==> config.mk <==
export PLATFORM = sky130hd
export DESIGN_NAME = shift_add_mult_n
export DESIGN_NICKNAME = d
export VERILOG_FILES = /design/src/rtl/shift_add_mult_n.sv
export SDC_FILE = /design/constraint.sdc
export NUM_CORES = 1
export LEC_CHECK = 0
export ABC_AREA = 1
export CORE_UTILIZATION = 35
export CTS_CLUSTER_SIZE = 16
export DETAILED_ROUTE_END_ITERATION = 8
export GPL_TIMING_DRIVEN = 0
export PLACE_DENSITY = 0.55
export SLEW_MARGIN = 10
export SYNTH_ARGS = -nofsm -noshare
export SYNTH_HDL_FRONTEND = slang
export SYNTH_SLANG_ARGS = --single-unit
==> constraint.sdc <==
create_clock -name Clk -period 4.7 [get_ports Clk]
set_clock_uncertainty 0.15 [all_clocks]
set_input_delay 0.705 -clock Clk [delete_from_list [all_inputs] [get_ports Clk]]
set_output_delay 0.705 -clock Clk [all_outputs]
set_load 0.005 [all_outputs]
==> src/rtl/shift_add_mult_n.sv <==
// shift_add_mult_n: sequential signed (two's complement) WIDTH x WIDTH multiplier.
// The product is built in {A,B} by a shift-add loop whose last partial product
// is subtracted, because the multiplier MSB carries negative weight. A holds the
// high half, B the low half, and X is the sign-extension bit of A.
// Optional feature macro: FAST_EN. When defined, each ADD+SHIFT pair is merged
// into a single CALC state, giving one cycle per bit with identical results.
module shift_add_mult_n #(
  parameter int WIDTH = 8
) (
  input  logic             Clk,
  input  logic             Reset_n,
  input  logic             Run,
  input  logic             ClearA_LoadB,
  input  logic [WIDTH-1:0] Sin,
  output logic [WIDTH-1:0] Aval,
  output logic [WIDTH-1:0] Bval,
  output logic             X,
  output logic             Busy,
  output logic             Done
);

  localparam int CW = (WIDTH > 1) ? $clog2(WIDTH) : 1;
  localparam logic [CW-1:0] LAST = CW'(WIDTH - 1);

  typedef enum logic [2:0] {IDLE, ADD, SHIFT, CALC, DONE} state_t;

  state_t           state, state_next;
  logic [WIDTH-1:0] a_reg, b_reg, s_reg;
  logic             x_reg;
  logic [CW-1:0]    cnt;
  logic [WIDTH:0]   a_ext, s_ext, sum, step;

  assign Aval = a_reg;
  assign Bval = b_reg;
  assign X    = x_reg;

  // Conditional add/subtract of the multiplicand into sign-extended A; the
  // final iteration subtracts because the multiplier MSB has negative weight.
  always_comb begin
    a_ext = {a_reg[WIDTH-1], a_reg};
    s_ext = {s_reg[WIDTH-1], s_reg};
    sum   = (cnt == LAST) ? (a_ext - s_ext) : (a_ext + s_ext);
    step  = b_reg[0] ? sum : {x_reg, a_reg};
  end

  // State register.
  always_ff @(posedge Clk or negedge Reset_n) begin
    if (!Reset_n) state <= IDLE;
    else          state <= state_next;
  end

  // Next-state logic; Run is level-sensitive, so DONE waits for Run to drop.
  always_comb begin
    state_next = state;
    case (state)
      IDLE: begin
        if (Run) begin
`ifdef FAST_EN
          state_next = CALC;
`else
          state_next = ADD;
`endif
        end
      end
      ADD:   state_next = SHIFT;
      SHIFT: state_next = (cnt == LAST) ? DONE : ADD;
      CALC:  state_next = (cnt == LAST) ? DONE : CALC;
      DONE:  if (!Run) state_next = IDLE;
      default: state_next = IDLE;
    endcase
  end

  // Status outputs decoded only from the state register.
  always_comb begin
    Busy = (state == ADD) || (state == SHIFT) || (state == CALC);
    Done = (state == DONE);
  end

  // Datapath: operand capture in IDLE, then add and arithmetic shift of {X,A,B}.
  always_ff @(posedge Clk or negedge Reset_n) begin
    if (!Reset_n) begin
      a_reg <= '0;
      b_reg <= '0;
      s_reg <= '0;
      x_reg <= 1'b0;
      cnt   <= '0;
    end else begin
      case (state)
        IDLE: begin
          if (Run) begin
            a_reg <= '0;
            x_reg <= 1'b0;
            cnt   <= '0;
            s_reg <= Sin;
          end else if (ClearA_LoadB) begin
            a_reg <= '0;
            x_reg <= 1'b0;
            b_reg <= Sin;
          end
        end
        ADD: begin
          a_reg <= step[WIDTH-1:0];
          x_reg <= step[WIDTH];
        end
        SHIFT: begin
          a_reg <= {x_reg, a_reg[WIDTH-1:1]};
          b_reg <= {a_reg[0], b_reg[WIDTH-1:1]};
          if (cnt != LAST) cnt <= cnt + CW'(1);
        end
        CALC: begin
          a_reg <= {step[WIDTH], step[WIDTH-1:1]};
          b_reg <= {step[0], b_reg[WIDTH-1:1]};
          x_reg <= step[WIDTH];
          if (cnt != LAST) cnt <= cnt + CW'(1);
        end
        default: ;
      endcase
    end
  end

endmodule
* Yosys cells after proc, flatten, opt, wreduce, memory -nomap -nowiden *
Cells that the tools add are included.

operators by class
  add/sub/neg operators = 3
  $mul = 0
  div/mod/pow operators = 0
  order comparisons = 0
  equality and inequality tests = 12
  shift-type cells = 0
  muxes and demuxes = 19
  bitwise logic cells = 0
  reductions and logical operators = 15

operators by type and width
  operator             count
  $mux 8               4
  $pmux 8 s4           1
  $pmux 8 s3           1
  $mux 3               6
  $mux 9               2
  $pmux 3 s5           1
  $add 8x8->9          1
  $sub 8x8->9          1
  $ne 2x2->1 const B   4
  $reduce_and 2->1     4
  $eq 3x2->1 const B   2
  $eq 3x3->1 const B   2
  $ne 3x3->1 const B   2
  $pmux 3 s2           1
  $reduce_and 3->1     2
  $reduce_bool 2->1    2
  $reduce_bool 4->1    1
  $reduce_or 2->1      2
  $add 3x1->3 const B  1
  $eq 3x1->1 const B   1
  $logic_not 3->1      1
  $reduce_bool 3->1    1
  $logic_or 1x1->1     2
  $mux 1               2
  2 further kinds      2

word-level totals
  register bits = 31
  bits in latches = 0
  memory bits (writable) = 0
  bits in read-only memories = 0
  bits of input ports = 12
  output and inout port bits = 19
  word-level logic and storage cells = 55
  memories = 0

* Logic depth before layout (Yosys ltp) *
Gate-level depths: netlist (run 1).

  depth after elaboration = 4
  depth in mapped cells = 19
  mapped depth without buffers = 19

* Least setup slack after synthesis (run 1) *
Ideal clock, no wire load.

  kind = register -> register
  from = reg cnt[0]
  to = reg a_reg[5] (netlist: Aval[5])
  library setup time = 0.130 ns
  arrival = 2.309 ns
  data required time = 4.420 ns
  setup slack = 2.111 ns
  stages on the path, launching flop included = 15
  buffers on the path = 1
  clock period less this slack = 2.589 ns
  cell sequence = dfrtp_1 > ha_1 > ha_1 > buf_2 > inv_1 > o21ai_0 > xor2_1 > inv_1 > ha_1 > nand2_1 > or2_2 > nand4_1 > nand3_1 > nand3_1 > nand4_1

on the way
  word-level cells in the longest chain between the ends = 4

ends and longest elaborated chain
  what                    line  text
  start, declared         30    logic [CW-1:0] cnt;
  start signal, assigned  108   if (cnt != LAST) cnt <= cnt + CW'(1);
  start signal, assigned  114   if (cnt != LAST) cnt <= cnt + CW'(1);
  $eq 3x3->1              42    sum = (cnt == LAST) ? (a_ext - s_ext) : (a_ext + s_ext);
  $mux 9                  42
  $mux 9                  43    step = b_reg[0] ? sum : {x_reg, a_reg};
  $pmux 8 s4              88    case (state)
  end signal, assigned    102   a_reg <= step[WIDTH-1:0];
  end signal, assigned    106   a_reg <= {x_reg, a_reg[WIDTH-1:1]};
  end signal, assigned    111   a_reg <= {step[WIDTH], step[WIDTH-1:1]};
  end, declared           28    logic [WIDTH-1:0] a_reg, b_reg, s_reg;

Every way passes these cells.
A chain may end at the register's enable or synchronous reset.

* Worst setup path in the final report (run 1) *
Ends and elaborated chain as after synthesis.

==> impl_summary.log, run 1 <==
INFO  metric outcome = complete, no violations
INFO  metric routed_wire_length = about 5.4 mm
INFO  metric core_region_area = 5920 µm²
INFO  metric ys.flop_type = dfrtp_1
INFO  metric grt_antenna_before_repair = 0
INFO  metric first_global_vias = 1,919
INFO  metric post_cts_resized = 0
INFO  metric timing.hold.ws = 313 ps
INFO  metric cts_max_level = 2
INFO  metric number_of_cells_on_the_worst_reg_to_reg_path = 14
INFO  metric netlist_area = about 2100 µm²
INFO  metric synth_cells = 299
INFO  metric yosys.cell_types.count = 32
INFO  metric total_power = 2.16 mW
INFO  metric leakage = around 1.3 nW
INFO  metric multi_input_comb_area = 1150 µm²
INFO  metric slew_headroom = 52.8%
INFO  metric insertion_delay_of_the_later_clocked_pin_in_the_worst_skew_pair = 280 ps
INFO  metric layout_commonest_cell = nand2_1
INFO  metric antenna_cells_inserted = 0
INFO  metric period_share = 64.4%
INFO  metric synthArstFlopShare = 100%
INFO  metric cts_buffer_depth = 2
INFO  metric grtUsageTotal = 18.8%
INFO  metric syn_to_final_growth = 22.1%
INFO  metric cp-end-kind = flop
INFO  metric fp.dieArea = 6450 µm²
INFO  metric cts_inserted_buffers = 5
INFO  metric grt_max_degree = 32
INFO  metric fraction_of_final_layout_cells_with_drive_strength_greater_than_1 = about 8%
INFO  metric syn_nets = 323
INFO  metric timing.fmax = roughly 0.33 GHz
INFO  metric power.density_cell_area = 823 nW/µm²
INFO  metric clockRootBuffer = clkbuf_8
INFO  metric cts.sinks = 31
INFO  metric cts-hold-fix-buffers = 0
INFO  metric avgRoutedWirePerCell = approximately 13 µm
INFO  metric global_route_wire_length_before_repair = roughly 9.1 mm
INFO  metric period_needed = 3030 ps
INFO  metric hold_path.class = in2async
INFO  metric start_util = 36.3%
INFO  metric synth_enable_flop_cells = 0
INFO  metric area.sequential = 776 µm²
INFO  metric die_y = 80.3 µm
INFO  metric critPathRequiredTime = between 4000 and 5000 ps
INFO  metric most-common-layout-cells = nand2_1 (85), inv_1 (47), dfrtp_1 (31), clkdlybuf4s50_1 (29), nand3_1 (25)
INFO  metric finalHoldViolCount = 0
INFO  metric clk_pin_slew = approximately 70 ps
INFO  metric final.fill_count = approximately 600
INFO  metric io_pins = 31
INFO  metric hpwlAfterDp = 4.09 mm
INFO  metric gp_congestion = 0.797
INFO  metric slew_viol_final = 0
INFO  metric drc = 0
INFO  metric ys.warnings.count = 0
INFO  metric die_w = 80.3 µm
INFO  metric worstSetupStartpoint = cnt[0]$_DFFE_PN0P_
INFO  metric timing.final.setup_violations = 0
INFO  metric totalNegativeSetupSlack = 0 ps
INFO  metric setup_repair_after_global_routing_missed_its_margin = false
INFO  metric viasPerCell = 4.92
INFO  metric utilization = 44.3%
INFO  metric tritoncts = done
INFO  metric avgSynthCellArea = 7.18 µm²
INFO  metric sequential_share_of_the_synthesized_area = 36.1%
INFO  metric drt_iter0_drc = 126
INFO  metric wirelength_met1 = 2.56 mm
INFO  metric worst_pin_slew = 707 ps
INFO  metric synth_seq_cells = 31
INFO  metric route.met2.wl = 2.48 mm
INFO  metric top_layer_used_by_detailed_routing = met4
INFO  metric met3RoutedLength = 235 µm
INFO  metric max_cap_viols = 0
INFO  metric io_buffers = 30
INFO  metric num_rows = 28
INFO  metric timing.critical_path.from_type = flop
INFO  metric routed-via-count = 2,027
INFO  metric design_area = roughly 2600 µm²
INFO  metric cts_setup_buffers = 0
INFO  metric path_class = reg2reg
INFO  metric place_area = 2540 µm²
INFO  metric peakVddDrop = 0.293 mV
INFO  metric finish.net_count = 360
INFO  metric worst_r2r_startpoint = cnt[0]$_DFFE_PN0P_
INFO  metric crit_path_max_fanout = 10
INFO  metric first_pass_iters = 4
INFO  metric route.antenna.remaining_nets = 0
INFO  metric worstPathArrival = 3030 ps
INFO  metric globalRouteOverflowTotal = 0
## cells in the mapped netlist (3+ instances only)
| cell | instances | area [µm²] |
|---|---|---|
| o211ai_1 | 6 | 45.0 |
| ha_1 | 11 | 138 |
| o21ai_0 | 23 | 115 |
| a21oi_1 | 12 | 60.1 |
| or2_2 | 4 | 25.0 |
| nor2_1 | 14 | 52.6 |
| inv_1 | 47 | 176 |
| dfrtp_1 | 31 | 776 |
| buf_2 | 3 | 15.0 |
| nand4_1 | 7 | 43.8 |
| xnor2_1 | 3 | 26.3 |
| xor2_1 | 4 | 35.0 |
| nand2_1 | 85 | 319 |
| nand3_1 | 25 | 125 |
## layout make-up
class                           count  area share [%]
Buffer                              5            1.43
Timing Repair Buffer               30            11.3
Multi-Input combinational cell    213            43.7
Clock inverter                      2           0.477
Tap cell                           75            3.58
Clock buffer                        6            2.77
Sequential cell                    31            29.6
Inverter                           50            7.16
## cell families after synthesis
group | Yosys count | share of synthesized area [%]
and+or+nand+nor | 144 | 29.8
adders and majority gates | 12 | 7.34
AOI/OAI and AO/OA | 50 | 13.4
DFF | 31 | 36.1
buffers and inverters | 55 | 10.5
xor gates and xnor gates | 7 | 2.86
## layer usage
metal	up-vias	track usage [%]
li1	1043	-
met5	-	0
met4	0	5.18
met3	9	3.98
met2	48	31.1
met1	927	24.5
## final timing paths
kind                                        end  slack [ps]
max in group asynchronous   Aval[3]$_DFFE_PN0P_        3620
min                        s_reg[5]$_DFFE_PN0P_         310
max reg2reg                 Aval[5]$_DFFE_PN0P_        1670
min in group Clk             cnt[1]$_DFFE_PN0P_         330
min reg2reg                  cnt[1]$_DFFE_PN0P_         330
max                         Aval[5]$_DFFE_PN0P_        1670
## critical path: stages (launching register included)
cell and delay, ps:
dfrtp_1 400, ha_1 210, ha_1 190, buf_2 200
inv_1 200, o21ai_0 140, xor2_1 150, inv_1 60
ha_1 340, nand2_1 100, or2_2 320, nand4_1 90
nand3_1 150, nand3_1 100, nand4_1 90
## where the power goes
group	switching, mW	internal (mW)	leakage [nW]	total (mW)
registers	0.125	0.398	0.383	0.523
clock network	0.105	0.103	0.0412	0.208
logic	0.824	0.603	0.874	1.43
## per-stage QoR
stage	setup slack, ps	cells
after global routing	1340	412
after global placement	1680	404
final	1670	412
after floorplan	2110	299
after detailed placement	1690	404
after CTS	1670	412
No activity file was read; power rests on OpenSTA's default activity.
==> run 2, diff against run 1 <==
- clock period: 4.7 -> 3 ns (I/O delays scaled with it)
==> run 2 against run 1 <==
Critical path depth shrank 1. First-iteration DRC count rose by 5.6%. Cell count is 0.24% higher. Sequential power is 59% higher. Count of clock-buffer cells in the layout is the same. Design area is 3.0% higher.
==> impl_summary.log, run 2 (synthesized netlist as in run 1, its figures left out) <==
INFO  metric outcome = complete, no violations
INFO  metric clockRootBuffer = clkbuf_8
INFO  metric finish.net_count = approximately 360
INFO  metric cts_buffer_depth = 2
INFO  metric cpLargestDelayFamily = simple AND/OR/NAND/NOR gates
INFO  metric fp.dieArea = between 6000 and 7000 µm²
INFO  metric cts.sinks = 31
INFO  metric layout_commonest_cell = nand2_1
INFO  metric gp_congestion = 0.797
INFO  metric num_rows = 28
INFO  metric worst_pin_slew = between 700 and 800 ps
INFO  metric cts-hold-fix-buffers = 0
INFO  metric insertion_delay_of_the_later_clocked_pin_in_the_worst_skew_pair = around 280 ps
INFO  metric drc = 0
INFO  metric first_global_vias = 1,919
INFO  metric cts_max_level = 2
INFO  metric path_class = reg2reg
INFO  metric leakage = 1.30 nW
INFO  metric timing.critical_path.from_type = flop
INFO  metric gr-max-usage-layer = met2
INFO  metric antenna_cells_inserted = 0
INFO  metric path_common_cell = ha_1
INFO  metric global_route_wire_length_before_repair = 9.07 mm
INFO  metric route.antenna.remaining_nets = 0
INFO  metric grt_max_degree = 32
INFO  metric cts_inserted_buffers = 5
INFO  metric drt_iter0_drc = about 130
INFO  metric clk_pin_slew = 70 ps
INFO  metric syn_to_final_growth = 25.8%
INFO  metric placement.setup.worst_slack = -5.25 ps
INFO  metric share_seq_of_total_power = about a quarter
INFO  metric cp_slowest_cell = dfrtp_1
INFO  metric share_clk_of_total_power = 9.2%
INFO  metric switching_share = 48.5%
INFO  metric io_buffers = 30
INFO  metric grt_antenna_before_repair = 0
INFO  metric die_w = 80.3 µm
INFO  metric first_pass_iters = 4
INFO  metric peakVddDrop = 0.496 mV
INFO  metric worst-path-buf-inv = 2
INFO  metric period_share = 94.1%
INFO  metric viasPerCell = 4.93
INFO  metric tritoncts = done
INFO  metric routed-via-count = about 2,000
INFO  metric crit_path_max_incr_delay = 400 ps
INFO  metric critPathRequiredTime = 3010 ps
INFO  metric grtUsageTotal = 18.8%
INFO  metric cp_cell_sequence = ha_1 -> ha_1 -> buf_4 -> nor2_2 -> xor2_1 -> inv_1 -> ha_1 -> nand2_1 -> or2_2 -> nand4_1 -> nand3_1 -> nand3_1 -> nand4_1
INFO  metric core_region_area = roughly 5900 µm²
INFO  metric combPwrFrac = between 60% and 70%
INFO  metric slew_viol_final = 0
INFO  metric die_y = 80.3 µm
INFO  metric avgRoutedWirePerCell = roughly 13 µm
INFO  metric max_cap_viols = 0
INFO  metric place_area = 2540 µm²
INFO  metric postLayoutSetupSlackWorst = 178 ps
INFO  metric internal-power = 1.83 mW
INFO  metric total_power = between 3 and 4 mW
INFO  metric hpwlAfterDp = 4.09 mm
INFO  metric most-common-layout-cells = nand2_1 (85), inv_1 (46), dfrtp_1 (31), clkdlybuf4s50_1 (29), nand3_1 (25)
INFO  metric timing.final.setup_violations = 0
INFO  metric rrSetupSlack = 180 ps
INFO  metric timing.fmax = 0.354 GHz
INFO  metric globalRouteMet1Util = around 25%
INFO  metric power_switching = about 1.7 mW
INFO  metric period_needed = between 2000 and 3000 ps
INFO  metric finalHoldViolCount = 0
INFO  metric crit_path_max_fanout = 10
INFO  metric start_util = between 30 and 40%
INFO  metric cp-end-kind = flop
INFO  metric power.density_cell_area = 1310 nW/µm²
INFO  metric globalRouteOverflowTotal = 0
INFO  metric grt.met2_usage = 31.1%
INFO  metric fraction_of_final_layout_cells_with_drive_strength_greater_than_1 = 11.8%
INFO  metric io_pins = 31
INFO  metric slew_headroom = 51.9%
INFO  metric gr-usage-met3 = 3.98%
INFO  metric worstPathArrival = 2830 ps
INFO  metric hold_path.class = in2async
INFO  metric design_area = around 2700 µm²
INFO  metric routed_wire_length = 5.46 mm
## run 2: worst register-to-register path, stage by stage, from the launching register on
cell     delay [ps]
dfrtp_1         400
ha_1            210
ha_1            200
buf_4           190
nor2_2          150
xor2_1          150
inv_1            50
ha_1            340
nand2_1         100
or2_2           320
nand4_1          90
nand3_1         140
nand3_1         100
nand4_1          90
## run 2: timing repair
item | 4_1_cts | 5_1_grt
setup endpoints to repair | 3 | 7
setup buffers | 0 | 1
gates resized for setup | 1 | 15
## run 2: metal layers
layer  share of wire [%]  wire, µm
met2                  47      2580
met1                  47      2550
met5                   0         0
met4                 2.0       111
met3                 4.1       226
## run 2: area by class of cell
| class | instances | area (µm²) |
|---|---|---|
| inverter | 50 | 190 |
| timing repair buffer | 31 | 303 |
| sequential | 31 | 776 |
| multi-input combinational | 213 | 1210 |
| fill | 605 | 3220 |
| clock buffer | 6 | 72.6 |
| tap | 75 | 93.8 |
| buffer | 5 | 40.0 |
| clock inverter | 2 | 12.5 |
## run 2: final timing paths
| kind | startpoint | to | cells past startpoint |
|---|---|---|---|
| max in group asynchronous | Reset_n | Aval[2]$_DFFE_PN0P_ | 1 |
| worst max-delay path | cnt[0]$_DFFE_PN0P_ | Aval[5]$_DFFE_PN0P_ | 13 |
| worst min register to register | cnt[1]$_DFFE_PN0P_ | cnt[1]$_DFFE_PN0P_ | 2 |
| worst max register to register | cnt[0]$_DFFE_PN0P_ | Aval[5]$_DFFE_PN0P_ | 13 |
| min in group Clk | cnt[1]$_DFFE_PN0P_ | cnt[1]$_DFFE_PN0P_ | 2 |
| worst min-delay path | Reset_n | s_reg[5]$_DFFE_PN0P_ | 1 |
## run 2: power by group through the flow
stage               clock (mW)  sequential [mW]  combinational (mW)
global route             0.359            0.864                2.76
global placement             0            0.828                2.21
CTS                      0.338            0.822                2.25
detailed placement           0            0.828                2.23
finish                   0.327            0.829                2.39
floorplan                    0            0.786                1.61
## run 2: through the flow
stage	instances	utilization [%]	hold WS (ps)	TNS [ps]
after global placement	404	42.9	316	-20.2
after floorplan	299	-	4.41	0
after global routing	413	45.6	124	-42.1
final	413	45.6	63.3	0
after detailed placement	404	42.8	319	-8.69
after CTS	412	44.3	104	0
==> run 3, diff against run 2 <==
- CAP_MARGIN: unset -> 5
- PLACE_DENSITY: 0.55 -> unset
==> run 3 against run 2 <==
Hold slack gained 4.0 ps. Core utilization about the same. Register-to-register slack gained 50 ps. Sequential share of layout area about the same. Total power grew 0.71%. Cell count shrank 0.24%. Clock power grew 12%. First-iteration DRC count is 23% lower. Count of clock-buffer cells in the layout rose by 2. Largest power group unchanged. Via count is 0.39% higher. Critical endpoint is now Aval[4]$_DFFE_PN0P_. Largest cell class unchanged.
==> impl_summary.log, run 3 (synthesized netlist as in run 1, its figures left out) <==
INFO  metric antenna_cells_inserted = 0
INFO  metric globalRouteOverflowTotal = 0
INFO  metric hold_path.class = in2async
INFO  metric share_clk_of_total_power = about a tenth
INFO  metric grt_max_degree = 32
INFO  metric cts.sinks = 31
INFO  metric cp_slowest_cell = dfrtp_1
INFO  metric slew_headroom = 52.0%
INFO  metric slew_viol_final = 0
INFO  metric gp_congestion = 0.807
INFO  metric routed_wire_length = 5.38 mm
INFO  metric outcome = complete, no violations
INFO  metric worst_r2r_startpoint = cnt[0]$_DFFE_PN0P_
INFO  metric first_global_vias = 1,946
INFO  metric cp-end-kind = flop
INFO  metric grtUsageTotal = 18.7%
INFO  metric worst-path-buf-inv = 2
INFO  metric period_share = between 90% and 100%
INFO  metric peakVddDrop = 0.464 mV
INFO  metric routed-via-count = slightly above 2,000
INFO  metric totalNegativeSetupSlack = 0 ps
INFO  metric power_switching = between 1.5 and 2 mW
INFO  metric leakage = 1.31 nW
INFO  metric path_common_cell = nand3_1
INFO  metric rrSetupSlack = 230 ps
INFO  metric die_y = 80.3 µm
INFO  metric timing.fmax = 0.361 GHz
INFO  metric worstSetupStartpoint = cnt[0]$_DFFE_PN0P_
INFO  metric die_w = 80.3 µm
INFO  metric grt.met2_usage = around 30%
INFO  metric number_of_cells_on_the_worst_reg_to_reg_path = 13
INFO  metric route.antenna.remaining_nets = 0
INFO  metric cts_setup_buffers = 0
INFO  metric cts_inserted_buffers = 5
INFO  metric globalRouteMet1Util = about a quarter
INFO  metric timing.final.setup_violations = 0
INFO  metric combPwrFrac = 66.7%
INFO  metric placement.setup.worst_slack = 14.7 ps
INFO  metric setup_repair_after_global_routing_missed_its_margin = false
INFO  metric final.fill_count = 616
INFO  metric cts_buffer_depth = 2
INFO  metric finalHoldViolCount = 0
INFO  metric cp_cell_sequence = ha_1 -> ha_1 -> buf_6 -> nor2_1 -> xor2_1 -> inv_1 -> ha_2 -> nand2_1 -> or2_2 -> nand4_1 -> nand3_1 -> nand3_1 -> nand3_1
INFO  metric share_seq_of_total_power = 23.0%
INFO  metric timing.critical_path.from_type = flop
INFO  metric internal-power = 1.85 mW
INFO  metric io_pins = 31
INFO  metric hpwlAfterDp = 4.06 mm
INFO  metric most-common-layout-cells = nand2_1 (85), inv_1 (46), dfrtp_1 (31), clkdlybuf4s50_1 (29), nand3_1 (25)
INFO  metric period_needed = approximately 2800 ps
INFO  metric avgRoutedWirePerCell = 13.1 µm
INFO  metric clk_pin_slew = 70 ps
INFO  metric core_region_area = between 5000 and 6000 µm²
INFO  metric layout_commonest_cell = nand2_1
INFO  metric timing.critical_path.depth = 13
INFO  metric tritoncts = done
INFO  metric global_route_wire_length_before_repair = 9.14 mm
INFO  metric num_rows = 28
INFO  metric switching_share = 48.1%
INFO  metric syn_to_final_growth = 25.8%
INFO  metric drt_iter0_drc = between 100 and 150
INFO  metric path_class = reg2reg
INFO  metric postLayoutSetupSlackWorst = 232 ps
INFO  metric gr-usage-met3 = approximately 2.8%
INFO  metric max_cap_viols = 0
INFO  metric fp.dieArea = 6450 µm²
INFO  metric gr-max-usage-layer = met2
INFO  metric crit_path_max_fanout = 10
INFO  metric finish.net_count = 360
INFO  metric fraction_of_final_layout_cells_with_drive_strength_greater_than_1 = a little over a tenth
INFO  metric drc = 0
INFO  metric clockRootBuffer = clkbuf_8
INFO  metric r2r_end = Aval[4]$_DFFE_PN0P_
INFO  metric io_buffers = 30
INFO  metric cpLargestDelayFamily = simple AND/OR/NAND/NOR gates
INFO  metric insertion_delay_of_the_later_clocked_pin_in_the_worst_skew_pair = approximately 280 ps
INFO  metric worst_pin_slew = 720 ps
INFO  metric power.density_cell_area = 1320 nW/µm²
INFO  metric final_cell_count_no_fill = 412
INFO  metric viasPerCell = 4.96
INFO  metric critPathRequiredTime = 3010 ps
INFO  metric dpl.cell_count = 404
INFO  metric worstPathArrival = 2780 ps
INFO  metric start_util = a little over a third
INFO  metric grt_antenna_before_repair = 0
INFO  metric cts_max_level = 2
INFO  metric cts-hold-fix-buffers = 0
INFO  metric crit_path_max_incr_delay = about 400 ps
INFO  metric worst_setup_path_endpoint = Aval[4]$_DFFE_PN0P_
INFO  metric first_pass_iters = 4
-- run 3: final cells by class --
cell class	instances	area, µm²	area share [%]
tap	75	93.8	3.47
clock buffer	8	100	3.71
buffer	5	43.8	1.62
sequential	31	776	28.7
timing repair buffer	30	295	10.9
multi-input combinational	213	1200	44.5
inverter	50	190	7.04
-- run 3: worst min path at each step --
stage / slack, ps / to / cells past startpoint / start
after floorplan: 4 / Aval[0]$_DFFE_PN0P_ / 0 / Reset_n
after global placement: 310 / cnt[1]$_DFFE_PN0P_ / 2 / cnt[1]$_DFFE_PN0P_
after detailed placement: 310 / cnt[1]$_DFFE_PN0P_ / 2 / cnt[1]$_DFFE_PN0P_
after CTS: 90 / Bval[5]$_DFFE_PN0P_ / 1 / Reset_n
after global routing: 130 / Bval[5]$_DFFE_PN0P_ / 1 / Reset_n
final: 70 / Bval[5]$_DFFE_PN0P_ / 1 / Reset_n
-- run 3: routing by layer --
metal	share of wire [%]	wire, µm	vias up
met5	0	0	-
met1	50	2690	931
met2	44	2370	54
met3	4.1	220	9
met4	1.8	95	0
li1	-	-	1050
-- run 3: power groups by stage --
stage	registers (mW)	logic [mW]	clock network [mW]
after floorplan	0.786	1.61	0
after global placement	0.813	2.23	0
after detailed placement	0.816	2.25	0
after CTS	0.812	2.26	0.377
after global routing	0.854	2.72	0.390
final	0.820	2.38	0.367
-- run 3: per-stage QoR --
stage | hold WS (ps) | instance area, µm² | power [mW] | utilization [%]
after floorplan | 4.41 | 2150 | 2.39 | -
after global placement | 310 | 2540 | 3.04 | 42.9
after detailed placement | 314 | 2540 | 3.06 | 42.8
after CTS | 92.9 | 2640 | 3.45 | 44.5
after global routing | 127 | 2700 | 3.96 | 45.6
final | 67.3 | 2700 | 3.57 | 45.6
-- run 3: repair_timing --
action,4_1_cts,5_1_grt
gates resized for setup,1,14
pin swaps,0,1
endpoints found under the setup margin,1,7
-- run 3: worst register-to-register path, cell delays in order, from the launching register on --
cell and delay, ps:
dfrtp_1 400, ha_1 200, ha_1 200, buf_6 160
nor2_1 140, xor2_1 170, inv_1 70, ha_2 380
nand2_1 100, or2_2 310, nand4_1 80, nand3_1 110
nand3_1 90, nand3_1 80
